`config.mk`:
```
export PLATFORM = sky130hd
export DESIGN_NAME = tile_streamer
export DESIGN_NICKNAME = d
export VERILOG_FILES = /design/src/rtl/tile_stream_pkg.sv /design/src/rtl/tile_addr_gen.sv /design/src/rtl/tile_streamer.sv
export SDC_FILE = /design/constraint.sdc
export NUM_CORES = 1
export LEC_CHECK = 0
export BUFFER_PORTS_ARGS = -buffer_cell sky130_fd_sc_hd__buf_4
export CAP_MARGIN = 5
export CORE_UTILIZATION = 48
export DETAILED_ROUTE_END_ITERATION = 7
export PLACE_DENSITY_LB_ADDON = 0.25
export SETUP_SLACK_MARGIN = 0.4
export SYNTH_ARGS = -nofsm -noshare
export SYNTH_HDL_FRONTEND = slang
export SYNTH_SLANG_ARGS = --single-unit
```
`constraint.sdc`:
```
create_clock -name clk -period 2.7 [get_ports clk]
set_input_delay 0.405 -clock clk [delete_from_list [all_inputs] [get_ports clk]]
set_output_delay 0.405 -clock clk [all_outputs]
set_load 0.005 [all_outputs]
```
`src/rtl/tile_stream_pkg.sv`:
```
// tile_stream_pkg: shared state encoding, tile geometry constants and tile-count helpers
package tile_stream_pkg;
    typedef enum logic [2:0] {IDLE = 3'd0, CRST = 3'd1, LOAD = 3'd2, DRAIN = 3'd3, NEXT = 3'd4} state_t;
    localparam int TILE_IN  = 20;
    localparam int TILE_OUT = 18;
    localparam int LANES    = 5;
    localparam int LOAD_CYC = 80;
    function automatic int ntx(input int img_w);
        return (img_w - 2) / TILE_OUT;
    endfunction
    function automatic int nty(input int img_h);
        return (img_h - 2) / TILE_OUT;
    endfunction
endpackage

```
`src/rtl/tile_addr_gen.sv`:
```
// tile_addr_gen: maps (tile index, load cycle) to the frame-buffer row/column of lane 0
module tile_addr_gen import tile_stream_pkg::*; #(
    parameter int IMG_W = 74
) (
    input  logic [3:0] tile_idx,
    input  logic [6:0] c,
    output logic [6:0] mem_row,
    output logic [6:0] mem_col
);
    localparam int NTX = ntx(IMG_W);
    logic [7:0] tx, ty, b, x;
    always_comb begin
        tx = 8'(tile_idx % 4'(NTX));
        ty = 8'(tile_idx / 4'(NTX));
        b  = 8'(c / 7'(TILE_IN));
        x  = 8'(c % 7'(TILE_IN));
    end
    // addresses are formed in 8 bits; the top-level parameter check keeps them below 128
    assign mem_row = 7'(8'(TILE_OUT) * ty + 8'(LANES) * b);
    assign mem_col = 7'(8'(TILE_OUT) * tx + x);
endmodule

```
`src/rtl/tile_streamer.sv`:
```
// tile_streamer: cuts a frame into overlapping 20x20 tiles and streams them to CHIP on five lanes.
// Define DRAIN_TIMEOUT_EN to add a drain watchdog and the timeout_err output.
module tile_streamer import tile_stream_pkg::*; #(
    parameter int IMG_W        = 74,
    parameter int IMG_H        = 56,
    parameter int PIX_W        = 5,
    parameter int OUT_PER_TILE = 324
) (
    input  logic                   clk,
    input  logic                   reset,
    input  logic                   start,
    output logic                   mem_rd,
    output logic [6:0]             mem_row,
    output logic [6:0]             mem_col,
    input  logic [LANES*PIX_W-1:0] mem_rdata,
    output logic                   chip_rst,
    output logic [PIX_W-1:0]       pixel_in0,
    output logic [PIX_W-1:0]       pixel_in1,
    output logic [PIX_W-1:0]       pixel_in2,
    output logic [PIX_W-1:0]       pixel_in3,
    output logic [PIX_W-1:0]       pixel_in4,
    output logic                   load_end,
    input  logic                   readable,
    output logic [3:0]             tile_idx,
    output logic                   busy,
    output logic                   done
`ifdef DRAIN_TIMEOUT_EN
    ,
    output logic                   timeout_err
`endif
);
    localparam int NT = ntx(IMG_W) * nty(IMG_H);
    localparam logic [3:0] LAST_TILE = 4'(NT - 1);

    if ((IMG_W - 2) % TILE_OUT != 0 || (IMG_H - 2) % TILE_OUT != 0 || IMG_W > 128 || IMG_H > 128 || NT < 1 || NT > 16)
        begin : g_bad_params
            $error("tile_streamer: unsupported IMG_W/IMG_H");
        end

    state_t                   state_q, state_d;
    logic [6:0]               c_q, c_d;
    logic [8:0]               drain_q, drain_d;
    logic [3:0]               tile_q, tile_d;
    logic [LANES*PIX_W-1:0]   pix_q, pix_d;
    logic                     load_end_q, load_end_d;
    logic                     done_q, done_d;
    logic [6:0]               row_raw, col_raw;
`ifdef DRAIN_TIMEOUT_EN
    logic [10:0]              wd_q, wd_d;
    logic                     terr_q, terr_d;
`endif

    tile_addr_gen #(.IMG_W(IMG_W)) u_addr (
        .tile_idx (tile_q),
        .c        (c_q),
        .mem_row  (row_raw),
        .mem_col  (col_raw)
    );

    assign mem_rd   = state_q == LOAD && c_q < 7'(LOAD_CYC);
    assign mem_row  = mem_rd ? row_raw : 7'd0;
    assign mem_col  = mem_rd ? col_raw : 7'd0;
    assign chip_rst = state_q == CRST;
    assign busy     = state_q != IDLE;
    assign done     = done_q;
    assign load_end = load_end_q;
    assign tile_idx = tile_q;
    assign pixel_in0 = pix_q[0*PIX_W +: PIX_W];
    assign pixel_in1 = pix_q[1*PIX_W +: PIX_W];
    assign pixel_in2 = pix_q[2*PIX_W +: PIX_W];
    assign pixel_in3 = pix_q[3*PIX_W +: PIX_W];
    assign pixel_in4 = pix_q[4*PIX_W +: PIX_W];
`ifdef DRAIN_TIMEOUT_EN
    assign timeout_err = terr_q;
`endif

    always_comb begin
        state_d    = state_q;
        c_d        = c_q;
        drain_d    = drain_q;
        tile_d     = tile_q;
        pix_d      = mem_rd ? mem_rdata : pix_q;
        load_end_d = load_end_q;
        done_d     = 1'b0;
`ifdef DRAIN_TIMEOUT_EN
        wd_d       = wd_q;
        terr_d     = terr_q;
`endif
        case (state_q)
            IDLE: begin
                // a start arriving with the done pulse belongs to the finished frame
                if (start && !done_q) begin
                    state_d = CRST;
                    tile_d  = 4'd0;
`ifdef DRAIN_TIMEOUT_EN
                    terr_d  = 1'b0;
`endif
                end
            end
            CRST: begin
                c_d     = 7'd0;
                drain_d = 9'd0;
`ifdef DRAIN_TIMEOUT_EN
                wd_d    = 11'd0;
`endif
                state_d = LOAD;
            end
            LOAD: begin
                c_d = c_q + 7'd1;
                if (c_q == 7'(LOAD_CYC - 1)) load_end_d = 1'b1;
                if (c_q == 7'(LOAD_CYC)) state_d = DRAIN;
            end
            DRAIN: begin
                if (readable) begin
                    drain_d = drain_q + 9'd1;
                    if (drain_q == 9'(OUT_PER_TILE - 1)) begin
                        load_end_d = 1'b0;
                        state_d    = NEXT;
                    end
                end
`ifdef DRAIN_TIMEOUT_EN
                wd_d = readable ? 11'd0 : wd_q + 11'd1;
                if (!readable && wd_q == 11'd1023) begin
                    terr_d     = 1'b1;
                    load_end_d = 1'b0;
                    state_d    = NEXT;
                end
`endif
            end
            NEXT: begin
                if (tile_q == LAST_TILE) begin
                    done_d  = 1'b1;
                    state_d = IDLE;
                end else begin
                    tile_d  = tile_q + 4'd1;
                    state_d = CRST;
                end
            end
            default: state_d = IDLE;
        endcase
    end

    always_ff @(posedge clk) begin
        if (!reset) begin
            state_q    <= IDLE;
            c_q        <= '0;
            drain_q    <= '0;
            tile_q     <= '0;
            pix_q      <= '0;
            load_end_q <= 1'b0;
            done_q     <= 1'b0;
`ifdef DRAIN_TIMEOUT_EN
            wd_q       <= '0;
            terr_q     <= 1'b0;
`endif
        end else begin
            state_q    <= state_d;
            c_q        <= c_d;
            drain_q    <= drain_d;
            tile_q     <= tile_d;
            pix_q      <= pix_d;
            load_end_q <= load_end_d;
            done_q     <= done_d;
`ifdef DRAIN_TIMEOUT_EN
            wd_q       <= wd_d;
            terr_q     <= terr_d;
`endif
        end
    end
endmodule

```
Word-level counts from Yosys, hierarchy flattened

Index checks and enable logic that the tools add are counted.

Output and inout port bits: 48
Bits of input ports: 29
Register bits after elaboration: 50
Word-level logic and storage cells: 65

Multiplexer cells: 19
Add/sub/neg operators: 5
Multiply operators: 3
Divide/modulo/power cells: 2
Order comparisons: 1
Eq/ne operators: 14
Reductions and logical operators: 14

Operators by type and width:

| cell                  | number |
|---|---|
| $pmux W9 S2           | 1 |
| $pmux W3 S5           | 1 |
| $add A7 B7 Y7         | 2 |
| $eq A7 B7 Y1 const B  | 2 |
| $mux W7               | 2 |
| $pmux W7 S2           | 1 |
| $mul A4 B2 Y6 const A | 2 |
| $mux W3               | 4 |
| $add A9 B1 Y9 const B | 1 |
| $eq A9 B9 Y1 const B  | 1 |
| $mux W9               | 1 |
| $div A7 B5 Y8 const B | 1 |
| $mod A7 B5 Y8 const B | 1 |
| $mul A3 B8 Y7 const A | 1 |
| $mux W4               | 2 |
| $ne A2 B2 Y1 const B  | 4 |
| $pmux W4 S2           | 1 |
| $reduce_and A4 Y1     | 2 |
| $reduce_bool A2 Y1    | 4 |
| $add A7 B1 Y7 const B | 1 |
| $lt A7 B7 Y1 const B  | 1 |
| $eq A3 B2 Y1 const B  | 2 |
| $mux W1               | 5 |
| $add A4 B1 Y4 const B | 1 |
| 11 further kinds      | 14 |

Depth between registers and ports, before layout

Gate-level depths: netlist of run 1.

Word-level depth: 4
Mapped depth: 14
Depth with buffers taken out: 13

Cells and area by module

Synthesis of run 1 repeated with hierarchy kept, for this count alone.

Cell total of the unflattened synthesis: 368
Area, all modules: 2971.6 um^2

Modules (own cells, without submodules):

| module        | area an instance (um^2) | sequential area each (um^2) | cells each | times used |
|---|---|---|---|---|
| tile_streamer | 2348.5                  | 1001.0                      | 289        | 1 |
| tile_addr_gen | 623.1                   | 0.0                         | 79         | 1 |

Worst setup path after synthesis of run 1

No wires, ideal clock.

Path kind: flip-flop to output port
From: register c_q[6]
To: output mem_row[6]
Slack: -281 ps
Arrival time: 2576 ps
Stages on the path, launching flop included: 14
Cell sequence: dfxtp_1 nand2b_1 inv_1 a21o_1 a21oi_2 inv_1 ha_1 ha_1 ha_1 inv_1 fa_1 nor2b_1 o21ai_0 a21oi_1

Cells in the longest elaborated chain, start to end: 4
Elaborated cells on any way between the ends: 6
Those cells by class: 1 x add/sub; 1 x mul; 1 x div; 1 x order compare; 1 x mux; 1 x reduce/logical

Ends and longest elaborated chain:

| what                     | RTL line             | source |
|---|---|---|
| start: declaration       | tile_streamer.sv:41  | `logic [6:0] c_q, c_d;` |
| start signal: assignment | tile_streamer.sv:146 | `c_q <= '0;` |
| start signal: assignment | tile_streamer.sv:158 | `c_q <= c_d;` |
| $div A7 B5 Y8            | tile_addr_gen.sv:15  | `b = 8'(c / 7'(TILE_IN));` |
| $mul A3 B8 Y7            | tile_addr_gen.sv:19  | `assign mem_row = 7'(8'(TILE_OUT) * ty + 8'(LANES) * b);` |
| $add A7 B7 Y7            | tile_addr_gen.sv:19  |  |
| $mux W7 *                | tile_streamer.sv:61  | `assign mem_row = mem_rd ? row_raw : 7'd0;` |
| end: declaration         | tile_streamer.sv:13  | `output logic [6:0] mem_row,` |

Every way passes the cells marked *; elsewhere a longest branch is shown, timed or not.

Worst setup path in the final report of run 1

From: register c_q[4]
To: output mem_row[6]

The elaborated chain is that of the path after synthesis.

==> results of run 1 <==
cell families (layout without fill, tap and decap cells):
| family | count (synthesis) | after routing | synth area share |
|---|---|---|---|
| AND/OR/NAND/NOR | 160 | 160 | 0.272 |
| AO/OA/AOI/OAI | 77 | 77 | 0.183 |
| flip-flops | 50 | 50 | 0.345 |
| buffers and inverters | 35 | 137 | 0.0505 |
| adder cells (fa/ha/maj) | 20 | 20 | 0.0915 |
| XOR/XNOR | 13 | 13 | 0.0393 |
| multiplexers | 5 | 5 | 0.0177 |
| other | 1 | 1 | 0.00129 |
tightest hold or removal path, delay by kind of cell:
kind	cells	cell delay [ps]
and+or+nand+nor	1	40
buffers and inverters	1	110
AOI/OAI and AO/OA	1	60
layout make-up:
type	count	share of cell area
inverters	15	0.0145
clock inverters	1	0.00726
multi-input cells	276	0.473
clock buffers	7	0.0185
repair buffers	114	0.221
well taps	72	0.0218
flip-flops and latches	50	0.244
path summary, 6_finish.rpt:
path | slack (ps) | startpoint | endpoint
worst max register to register | 700 | c_q[4] | pix_q[6]
worst max-delay path | -460 | c_q[4] | mem_row[6]
worst min-delay path | 360 | mem_rdata[2] | pix_q[2]
worst min register to register | 460 | pix_q[20] | pix_q[20]
registers in the layout (all words and copies together) (netlist names):
name,count
state_q,3
done,1
drain_q,9
pix_q,25
c_q,7
tile_idx,4
load_end,1
power groups by stage:
stage	registers [mW]	logic [mW]	clock network, mW
3_5_place_dp	0.798	0.235	0
3_3_place_gp	0.796	0.230	0
4_1_cts	0.780	0.266	0.522
2_1_floorplan	0.800	0.123	0
5_1_grt	0.784	0.297	0.548
6_report	0.781	0.270	0.506
cell usage in the layout (no fill, tap or decap), drive strengths merged, types with 10 or more instances in the layout:
| cell type | n |
|---|---|
| a21boi | 28 |
| and2 | 11 |
| xor2 | 10 |
| buf | 113 |
| nor2 | 23 |
| nand2 | 70 |
| nand3 | 11 |
| o21ai | 18 |
| ha | 18 |
| inv | 14 |
| dfxtp | 50 |
| a21oi | 10 |
Yosys cell counts, drive strengths merged (5+ instances only):
| cell type | number |
|---|---|
| nand3 | 11 |
| a21boi | 28 |
| ha | 18 |
| and3 | 5 |
| xor2 | 10 |
| buf | 12 |
| o21ai | 18 |
| and2 | 11 |
| a21oi | 10 |
| dfxtp | 50 |
| nand2b | 9 |
| nor2 | 23 |
| inv | 15 |
| clkbuf | 8 |
| nand2 | 70 |
per-layer routing:
layer | up-vias | part of all wire | GRT usage | wire length [um]
met5 | - | 0 | 0 | 0
met4 | 0 | 0.015 | 0.0800 | 106
met3 | 11 | 0.034 | 0.0331 | 243
met2 | 63 | 0.51 | 0.436 | 3600
met1 | 1328 | 0.44 | 0.283 | 3130
li1 | 1434 | - | - | -
through the flow:
stage	cell area [um^2]	setup WS, ps	setup TNS (ps)	util
after floorplan	3040	-29.6	-34.3	-
after global placement	3800	-149	-296	0.670
final	4140	-464	-2760	0.729
after global routing	4140	-609	-3840	0.729
after detailed placement	3800	-188	-433	0.670
after CTS	4090	-482	-2290	0.721
repair_timing:
item	4_1_cts	5_1_grt
gates resized for setup	24	10
endpoints found under the hold margin	0	0
setup buffers	9	2
endpoints found under the setup margin	14	14
gates cloned	1	0
pin swaps	14	5
==> metrics.yaml, run 1 <==
route:
  route.detailed.vias_per_inst: 5.30
  wl_per_cell_um: 13.2
  dr_total_vias: 2836
  detailedRoute.firstIterationViolations: 138
  dr.pass1.iters: 4
  drt_drc_violations_left: 0
  detail_route_antenna_nets: 0
  totalWireLength_um: 7080
worst_setup_path:
  cpMaxStageDelayCell: "dfxtp_4"
  cp-end-kind: "primary output"
  cp.buffers_inverters: 5
  critical_path.cell_chain: "buf_6 -> nand2b_4 -> inv_2 -> a21o_1 -> a21oi_2 -> inv_1 -> ha_4 -> ha_4 -> ha_4 -> inv_2 -> fa_2 -> nor2b_2 -> o21ai_1 -> a21oi_1 -> buf_4"
  timing.critical_path.slowest_cell_delay_ps: 370
  crit_family: "adder cells"
  crit_path_start_kind: "register"
  crit_cells: 15
  reg2reg_depth: 11
  worst_path_required_ps: 2300
  path_max_fanout: 5
  crit_top_cell: "ha_4"
  worst_ep_arrival_time_ps: 2760
  path_class: "register to primary output"
cts:
  insertion_delay_ps: 300
  cts.path.max_buffers: 2
  clock_tree.root_cell: "clkbuf_8"
  ctsHoldBuffers: 0
  clock_sink_total: 50
  cts_tree: "yes"
  cts_buffers: 5
  cts.reportedPaths.clkPinSlew_ps: 90
  htree_levels: 2
timing:
  fin_worst_hold_slack_ps: 364
  setup_slack_ps: -464
  grt_setup_unrepaired: "true"
  fmax_ghz: 0.316
  hold_viol: 0
  maxSlewViolCount: 0
  finalSetupViolCount: 9
  final_period_minus_worst_setup_slack_ps: 3160
  period_share: 1.17
  clock_skew_ps: 9.24
layout:
  n_diodes: 0
  multiInputGateArea_mm2: 0.00196
  final_cell_count_no_fill: 535
  ff_latch_area_mm2: 0.00101
  area_delta_synth_final_pct: 42.7
  final_nets: 511
  num-fill-cells: 437
  layout-drive-gt1-share: 0.354
power:
  switching_share: 0.243
  cellLeakagePower_nw: 1.81
  power.share.sequential: 0.501
  power.density_mw_per_mm2: 377
  internal-power_mw: 1.18
  power.share.clock: 0.325
  p_total_mw: 1.56
  power_switching_mw: 0.378
  p_comb_frac: 0.174
  peakVddDrop_mv: 0.375
yosys:
  synth-edff-count: 0
  yosys-top-cells-area: "dfxtp_1 35%, nand2_1 9.1%, ha_1 7.8%"
  synth.net_count: 410
  synthDistinctLibCells: 54
  ys_seq_area_frac: 0.345
  synth_cells: 361
  synth-warning-count: 0
  synth_ff_type: "dfxtp_1"
  synth_area_per_cell_um2: 8.03
  yosys.area.top_type_share: 0.345
  ys_seq_elements: 50
  mappedNetlistArea_mm2: 0.00290
  synth-async-reset-ratio: 0
  synth_top_cell_by_area: "dfxtp_1"
min_path:
  worst_hold_path_type: "input pin to register"
  hold_depth: 3
die:
  i_o_pin_count: 77
  initial_utilization: 0.511
  fp.dieW_um: 79.7
  design.core.area_mm2: 0.00568
  fp-row-count: 27
  die_y_um: 79.7
  die_footprint_mm2: 0.00635
status:
  failed_checks: "negative setup slack"
  run_status: "complete, but fails checks"
grt:
  number_of_global_route_vias_before_repair: 2706
  first_pass_grt_wire_length_um: 12000
  largest_net_degree_at_the_start_of_global_routing: 42
  grt_antenna_before_repair: 0
  grt-ovfl-total: 0
  track_usage: 0.239
flow_run:
  maxCapViolations: 0
place:
  detailed_place_hpwl_um: 4920
  placed_cells_incl_taps: 515
  replace_congestion: 0.819
  io_buffers: 76
(Power assumes the default switching activity.)
==> run 2, diff against run 1 <==
ABC_AREA = 1   (was not set)
CORE_UTILIZATION = 47   (was 48)
==> run 2 against run 1 <==
Effect of this change: the run still ends with negative setup slack left; core utilization is 2.0 points lower; sequential share of layout area is 0.86 points higher; clock-buffer cell count fell by 1; area after synthesis fell by 2.4%; worst hold slack lost 45 ps; critical path type unchanged; largest power group is now combinational cells.
==> metrics.yaml, run 2 <==
cts:
  cts.reportedPaths.clkPinSlew_ps: 90
  cts_tree: "yes"
  clock_tree.root_cell: "clkbuf_8"
  insertion_delay_ps: 300
  htree_levels: 2
  cts_buffers: 5
  clock_sink_total: 50
  cts.path.max_buffers: 2
worst_setup_path:
  worst_ep_arrival_time_ps: 2820
  path_class: "register to primary output"
  critical_path.reg2reg.startpoint: "tile_idx[0]"
  timing.critical_path.slowest_cell_delay_ps: 430
  startpoint: "c_q[6]"
  crit_path_start_kind: "register"
  cp-end-kind: "primary output"
  critical_path.cell_chain: "inv_4 -> nand2_4 -> nand3_4 -> nand2_4 -> nand2_4 -> nand2_4 -> nand3_4 -> nand2_4 -> nand2_4 -> ha_4 -> ha_4 -> ha_4 -> inv_2 -> fa_2 -> nor2_4 -> o21ai_1 -> a21oi_1 -> buf_4"
  cpMaxStageDelayCell: "dfxtp_4"
  crit_top_cell: "nand2_4"
  worst_path_required_ps: 2300
  cp.buffers_inverters: 3
  crit_family: "adder cells"
  path_max_fanout: 7
timing:
  grt_setup_unrepaired: "true"
  setup_slack_ps: -524
  period_share: 1.19
  finalSetupViolCount: 10
  hold_viol: 0
  clock_skew_ps: 8.73
  fin_worst_hold_slack_ps: 318
  maxSlewViolCount: 0
  fmax_ghz: 0.310
  final_period_minus_worst_setup_slack_ps: 3220
layout:
  register_with_the_most_flip_flops: "pix_q"
  top_regs: "pix_q: 25 flops, drain_q: 9 flops, c_q: 7 flops"
  final_cell_count_no_fill: 573
  n_diodes: 0
  layout-drive-gt1-share: 0.357
  ff_latch_area_mm2: 0.00101
  multiInputGateArea_mm2: 0.00168
  layout.cells.most_common: "buf_4"
  num-fill-cells: 466
  final_cell_area_mm2: 0.00400
  area_delta_synth_final_pct: 41.3
  mostFrequentLayoutCells: "107 x buf_4, 81 x nor2_1, 47 x dfxtp_1"
  final_nets: 550
  largest_register_ffs: 25
grt:
  grt-ovfl-total: 0
  grt_antenna_before_repair: 0
  first_pass_grt_wire_length_um: 11700
  met1_usage: 0.271
  track_usage: 0.231
  largest_net_degree_at_the_start_of_global_routing: 36
  gr-usage-met3: 0.0457
  gr-usage-met2: 0.424
  number_of_global_route_vias_before_repair: 2719
  globalRoute.busiestLayer: "met2"
yosys:
  ys_seq_elements: 50
  synth_cells: 393
  synth_area_per_cell_um2: 7.20
  synth_top_cell_by_area: "dfxtp_1"
  synth-warning-count: 0
  synth.net_count: 442
  mappedNetlistArea_mm2: 0.00283
  yosys.area.top_type_share: 0.354
  ys_seq_area_frac: 0.354
  synth_ff_type: "dfxtp_1"
  synth-edff-count: 0
  synth-async-reset-ratio: 0
  yosys-top-cells-area: "dfxtp_1 35%, nor2_1 12%, ha_1 8.0%"
  synthDistinctLibCells: 43
  synth_top_cells_by_count: "88 x nor2_1, 52 x inv_1, 50 x dfxtp_1"
  dominant_cell_by_count_in_the_synthesized_netlist: "nor2_1"
die:
  i_o_pin_count: 77
  die_y_um: 79.6
  design.core.area_mm2: 0.00564
  initial_utilization: 0.501
  die_footprint_mm2: 0.00633
  fp.dieW_um: 79.6
  fp-row-count: 27
route:
  detail_route_antenna_nets: 0
  dr.pass1.iters: 4
  drt_drc_violations_left: 0
  dr_total_vias: 2930
  totalWireLength_um: 7490
  wl_per_cell_um: 13.1
  route.detailed.vias_per_inst: 5.11
  detailedRoute.firstIterationViolations: 114
power:
  cellLeakagePower_nw: 1.91
  p_total_mw: 2.68
  internal-power_mw: 1.69
  power_switching_mw: 0.985
  peakVddDrop_mv: 0.647
  switching_share: 0.368
  power.density_mw_per_mm2: 670
  power.share.clock: 0.199
  power.share.sequential: 0.390
  p_comb_frac: 0.411
place:
  replace_congestion: 0.813
  detailed_place.area_mm2: 0.00371
  placed_cells_incl_taps: 557
  detailed_place_hpwl_um: 5200
  io_buffers: 76
status:
  failed_checks: "negative setup slack"
  run_status: "complete, but fails checks"
min_path:
  worst_hold_startpoint: "mem_rdata[6]"
  worst_hold_path_type: "input pin to register"
flow_run:
  maxCapViolations: 0
## run 2: cell types whose count changed after synthesis, moves of 7 or more
cell      previous run  this run
nor2_1              23        88
inv_1               15        52
nand2_1             70        39
a21boi_0            28         0
o21ai_0             16        37
a21oi_1              9        22
and2_1              10         0
buf_2               12         2
nand2b_1             9         0
xor2_1              10         2
inv_2                0         7
nand2_4              0         7
## run 2: final timing paths
kind,to,slack (ps),cells past startpoint
max,mem_row[6],-520,18
min,pix_q[6],320,3
max reg2reg,tile_idx[3],870,9
min reg2reg,drain_q[7],490,1
## run 2: worst reg2reg max path, delay by kind of cell, from the launching register on
family / cells / cell delay (ps)
AOI/OAI and AO/OA: 2 / 190
adders and majority gates: 1 / 220
buffers and inverters: 2 / 190
DFF: 1 / 500
and+or+nand+nor: 4 / 680
## run 2: repair_timing
| item | in CTS | in global routing |
|---|---|---|
| pin swaps | 17 | 10 |
| buffers inserted | 3 | 5 |
| hold buffers | 0 | 0 |
| gates resized for setup | 9 | 21 |
| setup endpoints to repair | 14 | 15 |
| cloned | 0 | 1 |
## run 2: cell families (layout without fill, tap and decap cells)
kind of cell | after synthesis | in the layout | synth area share
XOR/XNOR | 2 | 2 | 0.00620
AND/OR/NAND/NOR | 171 | 171 | 0.290
flip-flops | 50 | 50 | 0.354
AO/OA/AOI/OAI | 78 | 78 | 0.158
adder cells (fa/ha/maj) | 20 | 20 | 0.0938
buffers and inverters | 71 | 179 | 0.0965
other | 1 | 1 | 0.00133
## run 2: per-stage QoR
| step | utilization | setup WS, ps | TNS (ps) |
|---|---|---|---|
| 2_1_floorplan | - | -120 | -153 |
| 3_3_place_gp | 0.658 | -228 | -844 |
| 3_5_place_dp | 0.658 | -307 | -1340 |
| 4_1_cts | 0.692 | -508 | -3270 |
| 5_1_grt | 0.708 | -629 | -4600 |
| 6_report | 0.708 | -524 | -3410 |
## run 2: area by class of cell
cell class / instances / share of cell area
multi-input combinational: 272 / 0.421
sequential: 50 / 0.253
timing repair buffer: 111 / 0.212
inverter: 60 / 0.0623
tap: 72 / 0.0225
clock buffer: 6 / 0.0207
clock inverter: 1 / 0.00751
timing repair inverter: 1 / 0.00125
## run 2: routing by layer
layer	wire length, um	share of wire	vias up
li1	-	-	1492
met1	3270	0.44	1355
met2	3780	0.51	71
met3	347	0.046	12
met4	92	0.012	0
met5	0	0	-
## run 2: power groups by stage
stage	combinational, mW	clock, mW	sequential (mW)
after global placement	1.00	0	1.05
after floorplan	0.564	0	1.05
after CTS	1.06	0.542	1.04
after detailed placement	1.03	0	1.05
after global routing	1.23	0.571	1.06
final	1.10	0.534	1.04
